### src/rtl/pdu_dma_reader_if.sv
// Request, buffer read-port and egress stream signals of the PDU DMA reader.
// The master modport is the reader; the slave modport is its environment.
interface pdu_dma_reader_if #(
    parameter int unsigned AW = 9,
    parameter int unsigned DW = 512
);
    logic          dma_start;
    logic [AW-1:0] dma_size;
    logic [AW-1:0] dma_base_addr;
    logic          dma_done;
    logic          busy;
    logic          rd_en;
    logic [AW-1:0] rd_addr;
    logic          rd_valid;
    logic [DW-1:0] rd_data;
    logic          out_valid;
    logic          out_ready;
    logic [DW-1:0] out_data;
    logic          out_sop;
    logic          out_eop;

    modport master (
        input  dma_start, dma_size, dma_base_addr, rd_valid, rd_data, out_ready,
        output dma_done, busy, rd_en, rd_addr, out_valid, out_data, out_sop, out_eop
    );

    modport slave (
        output dma_start, dma_size, dma_base_addr, rd_valid, rd_data, out_ready,
        input  dma_done, busy, rd_en, rd_addr, out_valid, out_data, out_sop, out_eop
    );
endinterface

### src/rtl/pdu_dma_reader.sv
// Reads one {base, size} request of flits from the ring buffer's BRAM port and
// streams them out through a skid FIFO with sop/eop framing and a done pulse.
module pdu_dma_reader #(
    parameter int unsigned PDU_DEPTH  = 512,
    parameter int unsigned PDU_AWIDTH = $clog2(PDU_DEPTH),
    parameter int unsigned RD_LATENCY = 2,
    parameter int unsigned FIFO_DEPTH = 8
) (
    input  logic               clk,
    input  logic               rst,
    pdu_dma_reader_if.master   bus
);
    localparam int unsigned AW    = PDU_AWIDTH;
    localparam int unsigned CW    = PDU_AWIDTH + 1;
    localparam int unsigned DW    = 512;
    localparam int unsigned FW    = $clog2(FIFO_DEPTH);
    localparam int unsigned OW    = FW + 2;
    localparam int unsigned DROPW = $clog2(RD_LATENCY + 1);

    typedef enum logic [1:0] {IDLE, READ, DRAIN, DONE} state_t;

    state_t          state;
    logic [AW-1:0]   base;
    logic [CW-1:0]   size;
    logic [CW-1:0]   issued;
    logic [CW-1:0]   sent;
    logic [FW:0]     inflight;
    logic [FW:0]     count;
    logic [FW-1:0]   wr_ptr;
    logic [FW-1:0]   rd_ptr;
    logic [DROPW-1:0] drop_cnt;
    logic [DW-1:0]   mem [FIFO_DEPTH];

    logic            push;
    logic            pop;
    logic            can_issue;
    logic [OW-1:0]   occupancy;

    // Beats still in the BRAM pipe when reset released belong to the old request.
    assign push = bus.rd_valid && (drop_cnt == DROPW'(RD_LATENCY));
    assign pop  = bus.out_valid && bus.out_ready;

    // A read registered this cycle is not yet in inflight, so count it too.
    assign occupancy = OW'(count) + OW'(inflight) + OW'(bus.rd_en);
    assign can_issue = (issued < size) && (occupancy < OW'(FIFO_DEPTH));

    assign bus.out_valid = (count != '0);
    assign bus.out_data  = mem[rd_ptr];
    assign bus.out_sop   = bus.out_valid && (sent == '0);
    assign bus.out_eop   = bus.out_valid && (sent == size - CW'(1));

    always_ff @(posedge clk) begin
        if (push) begin
            mem[wr_ptr] <= bus.rd_data;
        end
    end

    always_ff @(posedge clk) begin
        if (rst) begin
            state        <= IDLE;
            base         <= '0;
            size         <= '0;
            issued       <= '0;
            sent         <= '0;
            inflight     <= '0;
            count        <= '0;
            wr_ptr       <= '0;
            rd_ptr       <= '0;
            drop_cnt     <= '0;
            bus.dma_done <= 1'b0;
            bus.busy     <= 1'b0;
            bus.rd_en    <= 1'b0;
            bus.rd_addr  <= '0;
        end else begin
            bus.dma_done <= 1'b0;
            bus.rd_en    <= 1'b0;

            if (drop_cnt != DROPW'(RD_LATENCY)) begin
                drop_cnt <= drop_cnt + DROPW'(1);
            end

            if (push) begin
                wr_ptr <= wr_ptr + FW'(1);
            end
            if (pop) begin
                rd_ptr <= rd_ptr + FW'(1);
                sent   <= sent + CW'(1);
            end
            count    <= count + (FW + 1)'(push) - (FW + 1)'(pop);
            inflight <= inflight + (FW + 1)'(bus.rd_en) - (FW + 1)'(push);

            case (state)
                IDLE: begin
                    if (bus.dma_start) begin
                        base     <= bus.dma_base_addr;
                        size     <= CW'(bus.dma_size);
                        sent     <= '0;
                        bus.busy <= 1'b1;
                        if (bus.dma_size == '0) begin
                            issued       <= '0;
                            state        <= DONE;
                            bus.dma_done <= 1'b1;
                        end else begin
                            // First read leaves together with the state change.
                            issued      <= CW'(1);
                            bus.rd_en   <= 1'b1;
                            bus.rd_addr <= bus.dma_base_addr;
                            state       <= READ;
                        end
                    end
                end
                READ: begin
                    if (issued >= size) begin
                        state <= DRAIN;
                    end else if (can_issue) begin
                        bus.rd_en   <= 1'b1;
                        bus.rd_addr <= base + issued[AW-1:0];
                        issued      <= issued + CW'(1);
                        if (issued + CW'(1) == size) begin
                            state <= DRAIN;
                        end
                    end
                end
                DRAIN: begin
                    if (pop && bus.out_eop) begin
                        state        <= DONE;
                        bus.dma_done <= 1'b1;
                    end
                end
                DONE: begin
                    state    <= IDLE;
                    bus.busy <= 1'b0;
                end
                default: state <= IDLE;
            endcase
        end
    end
endmodule

### src/flat_wrapper.sv
// flat-port wrapper written by rule: the top's interface ports become plain ports
module pdu_dma_reader_flat 
#(
    parameter int unsigned PDU_DEPTH  = 512,
    parameter int unsigned PDU_AWIDTH = $clog2(PDU_DEPTH),
    parameter int unsigned RD_LATENCY = 2,
    parameter int unsigned FIFO_DEPTH = 8
)
  (clk, rst, bus_dma_start, bus_dma_size, bus_dma_base_addr, bus_rd_valid, bus_rd_data, bus_out_ready, bus_dma_done, bus_busy, bus_rd_en, bus_rd_addr, bus_out_valid, bus_out_data, bus_out_sop, bus_out_eop);
  pdu_dma_reader_if #(.AW((9)), .DW(512)) bus_i ();
  input  logic clk;
  input  logic rst;
  input wire logic [$bits(bus_i.dma_start)-1:0] bus_dma_start;
  input wire logic [$bits(bus_i.dma_size)-1:0] bus_dma_size;
  input wire logic [$bits(bus_i.dma_base_addr)-1:0] bus_dma_base_addr;
  input wire logic [$bits(bus_i.rd_valid)-1:0] bus_rd_valid;
  input wire logic [$bits(bus_i.rd_data)-1:0] bus_rd_data;
  input wire logic [$bits(bus_i.out_ready)-1:0] bus_out_ready;
  output wire logic [$bits(bus_i.dma_done)-1:0] bus_dma_done;
  output wire logic [$bits(bus_i.busy)-1:0] bus_busy;
  output wire logic [$bits(bus_i.rd_en)-1:0] bus_rd_en;
  output wire logic [$bits(bus_i.rd_addr)-1:0] bus_rd_addr;
  output wire logic [$bits(bus_i.out_valid)-1:0] bus_out_valid;
  output wire logic [$bits(bus_i.out_data)-1:0] bus_out_data;
  output wire logic [$bits(bus_i.out_sop)-1:0] bus_out_sop;
  output wire logic [$bits(bus_i.out_eop)-1:0] bus_out_eop;
  assign bus_i.dma_start = bus_dma_start;
  assign bus_i.dma_size = bus_dma_size;
  assign bus_i.dma_base_addr = bus_dma_base_addr;
  assign bus_i.rd_valid = bus_rd_valid;
  assign bus_i.rd_data = bus_rd_data;
  assign bus_i.out_ready = bus_out_ready;
  assign bus_dma_done = bus_i.dma_done;
  assign bus_busy = bus_i.busy;
  assign bus_rd_en = bus_i.rd_en;
  assign bus_rd_addr = bus_i.rd_addr;
  assign bus_out_valid = bus_i.out_valid;
  assign bus_out_data = bus_i.out_data;
  assign bus_out_sop = bus_i.out_sop;
  assign bus_out_eop = bus_i.out_eop;
  pdu_dma_reader #(.PDU_DEPTH(PDU_DEPTH), .PDU_AWIDTH(PDU_AWIDTH), .RD_LATENCY(RD_LATENCY), .FIFO_DEPTH(FIFO_DEPTH)) u_core (.clk(clk), .rst(rst), .bus(bus_i));
endmodule
### config.mk
export PLATFORM = sky130hd
export DESIGN_NAME = pdu_dma_reader_flat
export DESIGN_NICKNAME = d
export VERILOG_FILES = /design/src/rtl/pdu_dma_reader_if.sv /design/src/rtl/pdu_dma_reader.sv /design/src/flat_wrapper.sv
export SDC_FILE = /design/constraint.sdc
export NUM_CORES = 2
export LEC_CHECK = 0
export CAP_MARGIN = 20
export CELL_PAD_IN_SITES_DETAIL_PLACEMENT = 1
export CELL_PAD_IN_SITES_GLOBAL_PLACEMENT = 1
export CORE_MARGIN = 2
export CORE_UTILIZATION = 50
export CTS_CLUSTER_SIZE = 30
export DETAILED_ROUTE_END_ITERATION = 10
export GPL_TIMING_DRIVEN = 0
export PLACE_DENSITY_LB_ADDON = 0.1
export RECOVER_POWER = 50
export SETUP_SLACK_MARGIN = 0.2
export SLEW_MARGIN = 15
export SYNTH_ARGS = -nofsm -noshare
export SYNTH_HDL_FRONTEND = slang
export SYNTH_SLANG_ARGS = --single-unit
### constraint.sdc
create_clock -name clk -period 45.2 [get_ports clk]
set_clock_uncertainty 0.2 [all_clocks]
set_input_delay 4.52 -clock clk [delete_from_list [all_inputs] [get_ports clk]]
set_output_delay 4.52 -clock clk [all_outputs]
set_load 0.02 [all_outputs]
# Word level (Yosys, flattened, before mapping)
# Memory sizes are Yosys's and may differ from the RTL's. A register that Yosys moved wholly into a read port is not among the register bits.
# Cells that the tools add are included.
[totals]
mem_bits_rw = 4096
in_bits = 535
register_bits = 68
memories = 1
wordCells = 97
[classes]
reduce_logical = 17
n_mux = 35
n_eq_ne = 14
order_cmp = 3
addsub = 13
[memory_table]
columns = ["memory", "words", "word_bits", "rd", "rd_clocked_by_memory_dff", "wr", "line", "source"]
rows = [
  ["u_core.mem", 8, 512, 1, 1, 1, "pdu_dma_reader.sv:32", "logic [DW-1:0] mem [FIFO_DEPTH];"],
]
[ops]
columns = ["op", "n"]
rows = [
  ["10-bit two-way mux", 6],
  ["9-bit two-way mux", 4],
  ["10-bit by 1-bit adder with 10-bit output (second input constant)", 2],
  ["10-bit one-hot mux with 2 select lines", 1],
  ["9-bit one-hot mux with 2 select lines", 1],
  ["2-bit two-way mux", 6],
  ["1-bit two-way mux", 11],
  ["10-bit == test", 1],
  ["10-bit by 9-bit == test with 1-bit output", 1],
  ["10-bit by 9-bit >= comparator with 1-bit output", 1],
  ["10-bit logical NOT", 1],
  ["10-bit by 9-bit < comparator with 1-bit output", 1],
  ["9-bit by 1-bit subtractor with 10-bit output (second input constant)", 1],
  ["9-bit adder", 1],
  ["9-bit logical NOT", 1],
  ["4-bit by 1-bit adder with 4-bit output", 2],
  ["2-bit inequality test (second input constant)", 4],
  ["2-bit one-hot mux with 4 select lines", 1],
  ["4-bit AND reduction", 2],
  ["4-bit by 1-bit subtractor with 4-bit output", 2],
  ["3-bit by 1-bit adder with 3-bit output (second input constant)", 2],
  ["2-bit == test (second input constant)", 3],
  ["1-bit logical AND", 6],
  ["3-bit two-way mux", 2],
  ["13 further kinds", 19],
]

# Logic depth before layout (Yosys ltp)
[logic_depth]
word_depth = 7
depth_mapped = 12
mapped_depth_nobuf = 11

# Worst setup path before layout
# OpenSTA, ideal clock, no wires.
[synth_timing]
kind = "input-to-reg"
startpoint = "input port bus_rd_valid"
endpoint = "memory u_core.mem[0][0], enable pin"
slack_ns = 3.689
setup_time_ns = 2.016
cell_stages = 3
arrival_time_ns = 39.295
cell_sequence = "nand2_1 > or2_2 > nor3_1"
[synth_between]
elab_chain_cells = 3
[synth_rtl]
columns = ["element", "line", "source"]
rows = [
  ["start: declaration", "flat_wrapper.sv:16", "input wire logic [$bits(bus_i.rd_valid)-1:0] bus_rd_valid;"],
  ["1-bit logical AND", "pdu_dma_reader.sv:40", "assign push = bus.rd_valid && (drop_cnt == DROPW'(RD_LATENCY));"],
  ["1-bit two-way mux", "pdu_dma_reader.sv:53", "if (push) begin"],
  ["1-bit two-way mux (not written as such)", "pdu_dma_reader.sv:54", "mem[wr_ptr] <= bus.rd_data;"],
  ["end: declaration", "pdu_dma_reader.sv:32", ""],
]
# No other way between the ends.

==> impl_metrics.csv <==
group,metric,value,unit
floorplanning,initial_utilization,50.14,%
setup_path,r2r_cells,13,
power,clockPowerShare,33.3,%
clock_tree,cts_buffer_depth,4,
power,p_leak,60.10,nW
global_route,grtUsageTotal,26.14,%
placed_design,portBuffers,1060,
setup_path,critPathLaunchType,"flop",
power,peakVddDrop,0.00004357,V
setup_path,rr_endpoint,"u_core.mem[6][359]$_DFFE_PP_",
logic_synthesis,syn_nets,7083,
clock_tree,clk_latency,0.94,ns
setup_path,slowest_stage,"clkbuf_1",
logic_synthesis,synth_cells,6504,
clock_tree,root_buffer,"clkbuf_16",
outcome,run_status,"complete, but fails checks",
clock_tree,path_clk_slew,0.06,ns
outcome,violations,"capacitance limit, slew limit",
setup_path,cp-endpoint,"bus_out_data[213]",
drt,vias,75960,
drt,dr.pass1.iters,5,
placed_design,place_inst,12080,
placed_design,place_area,179100,um^2
power,p_switching,0.002862,W
floorplanning,dieArea,319900,um^2
setup_path,worstPathCellList,"clkbuf_2, clkbuf_2, clkbuf_2, clkbuf_1, mux4_2, mux2_2, clkdlybuf4s50_1",
logic_synthesis,synth_top_flop_cell,"edfxtp_1",
placed_design,pre_cts_ws,35.41,ns
placed_design,dp_hpwl,286000,um
setup_path,cpMostUsedCell,"clkbuf_2",
global_route,grt_pass1_vias,80910,
setup_path,worstReg2RegStart,"u_core.drop_cnt[0]$_SDFFE_PP0P_",
logic_synthesis,synthesis.area,157700,um^2
sta,finalSetupViolations,0,
power,power_density,53.67,nW/um^2
sta,max_freq,0.09964,GHz
placed_design,place.gp.congestion,0.7666,
sta,finalCriticalPeriod,10.04,ns
setup_path,cp.arrival,5.32,ns
hold_path,worst_hold_path_type,"reg -> reg",
final_layout,layout_commonest_cell,"edfxtp_1",
sta,slew_viol_final,128,
logic_synthesis,synth_cell_types,69,
drt,ant_nets,0,
final_layout,final_cell_mix,"edfxtp_1 (4,096), mux4_2 (1,024), clkdlybuf4s50_1 (544)",
floorplanning,dieWidth,565.6,um
job,maxCapViolCount,8,
logic_synthesis,synthArstFlopShare,0,%
drt,drc,0,
global_route,grt_first_pass_wirelength,596800,um
clock_tree,post-cts-setup-buffers,0,
setup_path,end_kind,"output port",
logic_synthesis,syn_avg_cell_area,24.24,um^2
sta,hold_viol,0,
logic_synthesis,yosys_warnings,0,
floorplanning,row_count,206,
setup_path,slowest_delay,0.77,ns
logic_synthesis,synth_edf_count,4096,
setup_path,required,40.48,ns
floorplanning,num_io_pins,1062,
drt,finalWirelength,418500,um
power,p_sw_share,27.66,%
global_route,grt_overflow,0,
logic_synthesis,seq_area_frac_synth,78.91,%
final_layout,drive_gt1_share,29.52,%
global_route,antenna_found_initial,298,
floorplanning,core,314500,um^2
sta,tightestPinTransition,1.918,ns
final_layout,layout.cells.non_filler,12980,
sta,rsz0062_at_grt,"false",
setup_path,crit_fanout,10,
final_layout,syn_to_final_growth,22.25,%
sta,post-route-period-util,22.20,%
clock_tree,tritoncts,"built",
global_route,grt_max_degree,22,
drt,wl_per_cell,32.24,um
final_layout,nets,8929,
sta,slew_headroom,-28.34,%
clock_tree,numCtsBuffers,426,
drt,routed_via_density,5.851,
final_layout,fin_area,192800,um^2
floorplanning,die-height,565.6,um
sta,final.setup.tns,0,ns
clock_tree,clock_sinks,4167,
setup_path,ff2ff_setup_slack,39.50,ns
power,seq_power_share,42.1,%
clock_tree,htreeDepth,5,
power,combPwrFrac,24.6,%
power,p_int,0.007483,W
logic_synthesis,synth-seq-cells,4167,
drt,first_iter_violations,6715,
clock_tree,cts-resized-gates,0,
setup_path,path_class,"reg -> out",
clock_tree,hold_buffers,0,
sta,setup_slack,35.16,ns
==> cells by family after synthesis <==
| group | share of synthesized area (%) |
|---|---|
| fa+ha+maj | 0.3634 |
| buf+inv | 0.9213 |
| simple gates | 0.6808 |
| flops | 78.91 |
| compound gates | 0.5007 |
| mux | 18.40 |
| xor+xnor | 0.2277 |
==> state kept, by name, summed over array words and instances, names as in the netlist, 2 cells and up, named ones only <==
| register | cells |
|---|---|
| u_core.state | 2 |
| u_core.sent | 10 |
| u_core.rd_ptr | 3 |
| u_core.base | 9 |
| u_core.count | 4 |
| u_core.issued | 10 |
| u_core.drop_cnt | 2 |
| u_core.mem | 4096 |
| u_core.wr_ptr | 3 |
| u_core.size | 9 |
| u_core.bus.rd_addr | 9 |
| u_core.inflight | 4 |
==> power groups by stage <==
| stage | clock network [W] | logic [W] | registers (W) |
|---|---|---|---|
| after floorplan | 0 | 0.00148 | 0.00455 |
| after global placement | 0 | 0.00250 | 0.00468 |
| after detailed placement | 0 | 0.00257 | 0.00444 |
| after CTS | 0.00351 | 0.00259 | 0.00436 |
| after global routing | 0.00364 | 0.00270 | 0.00437 |
| final | 0.00344 | 0.00254 | 0.00436 |
==> worst max-delay path: cells and delay by family (launching register included) <==
kind	cells	cell delay [ns]
buffers and inverters	5	3.31
flip-flops	1	0.32
multiplexers	2	0.69
==> synth_stat cells (all sizes together) (3+ instances only) <==
cell type     n  area share, %
edfxtp     4096             78
mux4       1024             15
mux2        520            3.7
clkbuf      204           0.49
buf         115           0.33
nand2        75           0.18
dfxtp        71           0.90
nor2         60           0.14
inv          46           0.11
ha           41           0.33
a21oi        34           0.11
xnor2        21           0.12
xor2         20           0.11
nand3        15          0.048
o211ai       15          0.071
nor2b        14          0.056
nor3         14          0.051
nand4        12          0.048
o21ai        10          0.034
mux2i         9          0.057
a21o          8          0.038
and3          6          0.024
nand2b        5          0.020
nor3b         5          0.027
a31oi         4          0.016
nor4          4          0.016
a211o         3          0.017
fa            3          0.038
o21a          3          0.014
o311ai        3          0.017
o41ai         3          0.017
or2           3          0.012
==> through the flow <==
| step | total power [W] | util [%] | hold slack [ns] |
|---|---|---|---|
| finish | 0.01035 | 61.30 | 0.2640 |
| global route | 0.01070 | 61.26 | 0.2891 |
| CTS | 0.01046 | 61.29 | 0.2666 |
| detailed placement | 0.007011 | 56.97 | 0.2579 |
| global placement | 0.007180 | 55.17 | 0.2475 |
| floorplan | 0.006032 | - | 0.2400 |
==> layout make-up <==
type                    instances  area [um^2]
clock buffers                 528        11110
clock inverters               255         2485
inverters                      46        172.7
repair buffers               1418        15970
diodes                        116        290.3
multi-input cells            1972        31810
flip-flops and latches       4167       124400
plain buffers                 319         1303
well taps                    4160         5205
fillers                     25470       121700
==> per-layer routing <==
| layer | vias to the layer above | routed length [um] | GRT usage (%) |
|---|---|---|---|
| li1 | 31630 | - | - |
| met1 | 40610 | 161100 | 33.86 |
| met2 | 2659 | 201300 | 41.29 |
| met3 | 889 | 38560 | 8.701 |
| met4 | 166 | 16590 | 9.892 |
| met5 | - | 1027 | 0 |
==> how the worst min path moves through the flow <==
| stage | start | endpoint | cells after the start | slack [ns] |
|---|---|---|---|---|
| after floorplan | u_core.base[0]$_SDFFE_PP0P_ | u_core.base[0]$_SDFFE_PP0P_ | 2 | 0.24 |
| after global placement | u_core.base[0]$_SDFFE_PP0P_ | u_core.base[0]$_SDFFE_PP0P_ | 2 | 0.25 |
| after detailed placement | u_core.base[0]$_SDFFE_PP0P_ | u_core.base[0]$_SDFFE_PP0P_ | 2 | 0.26 |
| after CTS | u_core.base[0]$_SDFFE_PP0P_ | u_core.base[0]$_SDFFE_PP0P_ | 2 | 0.27 |
| after global routing | u_core.bus.rd_addr[1]$_SDFFE_PP0P_ | u_core.bus.rd_addr[1]$_SDFFE_PP0P_ | 2 | 0.29 |
| final | u_core.base[0]$_SDFFE_PP0P_ | u_core.base[0]$_SDFFE_PP0P_ | 2 | 0.26 |
Power figures use the tool's default switching activity.
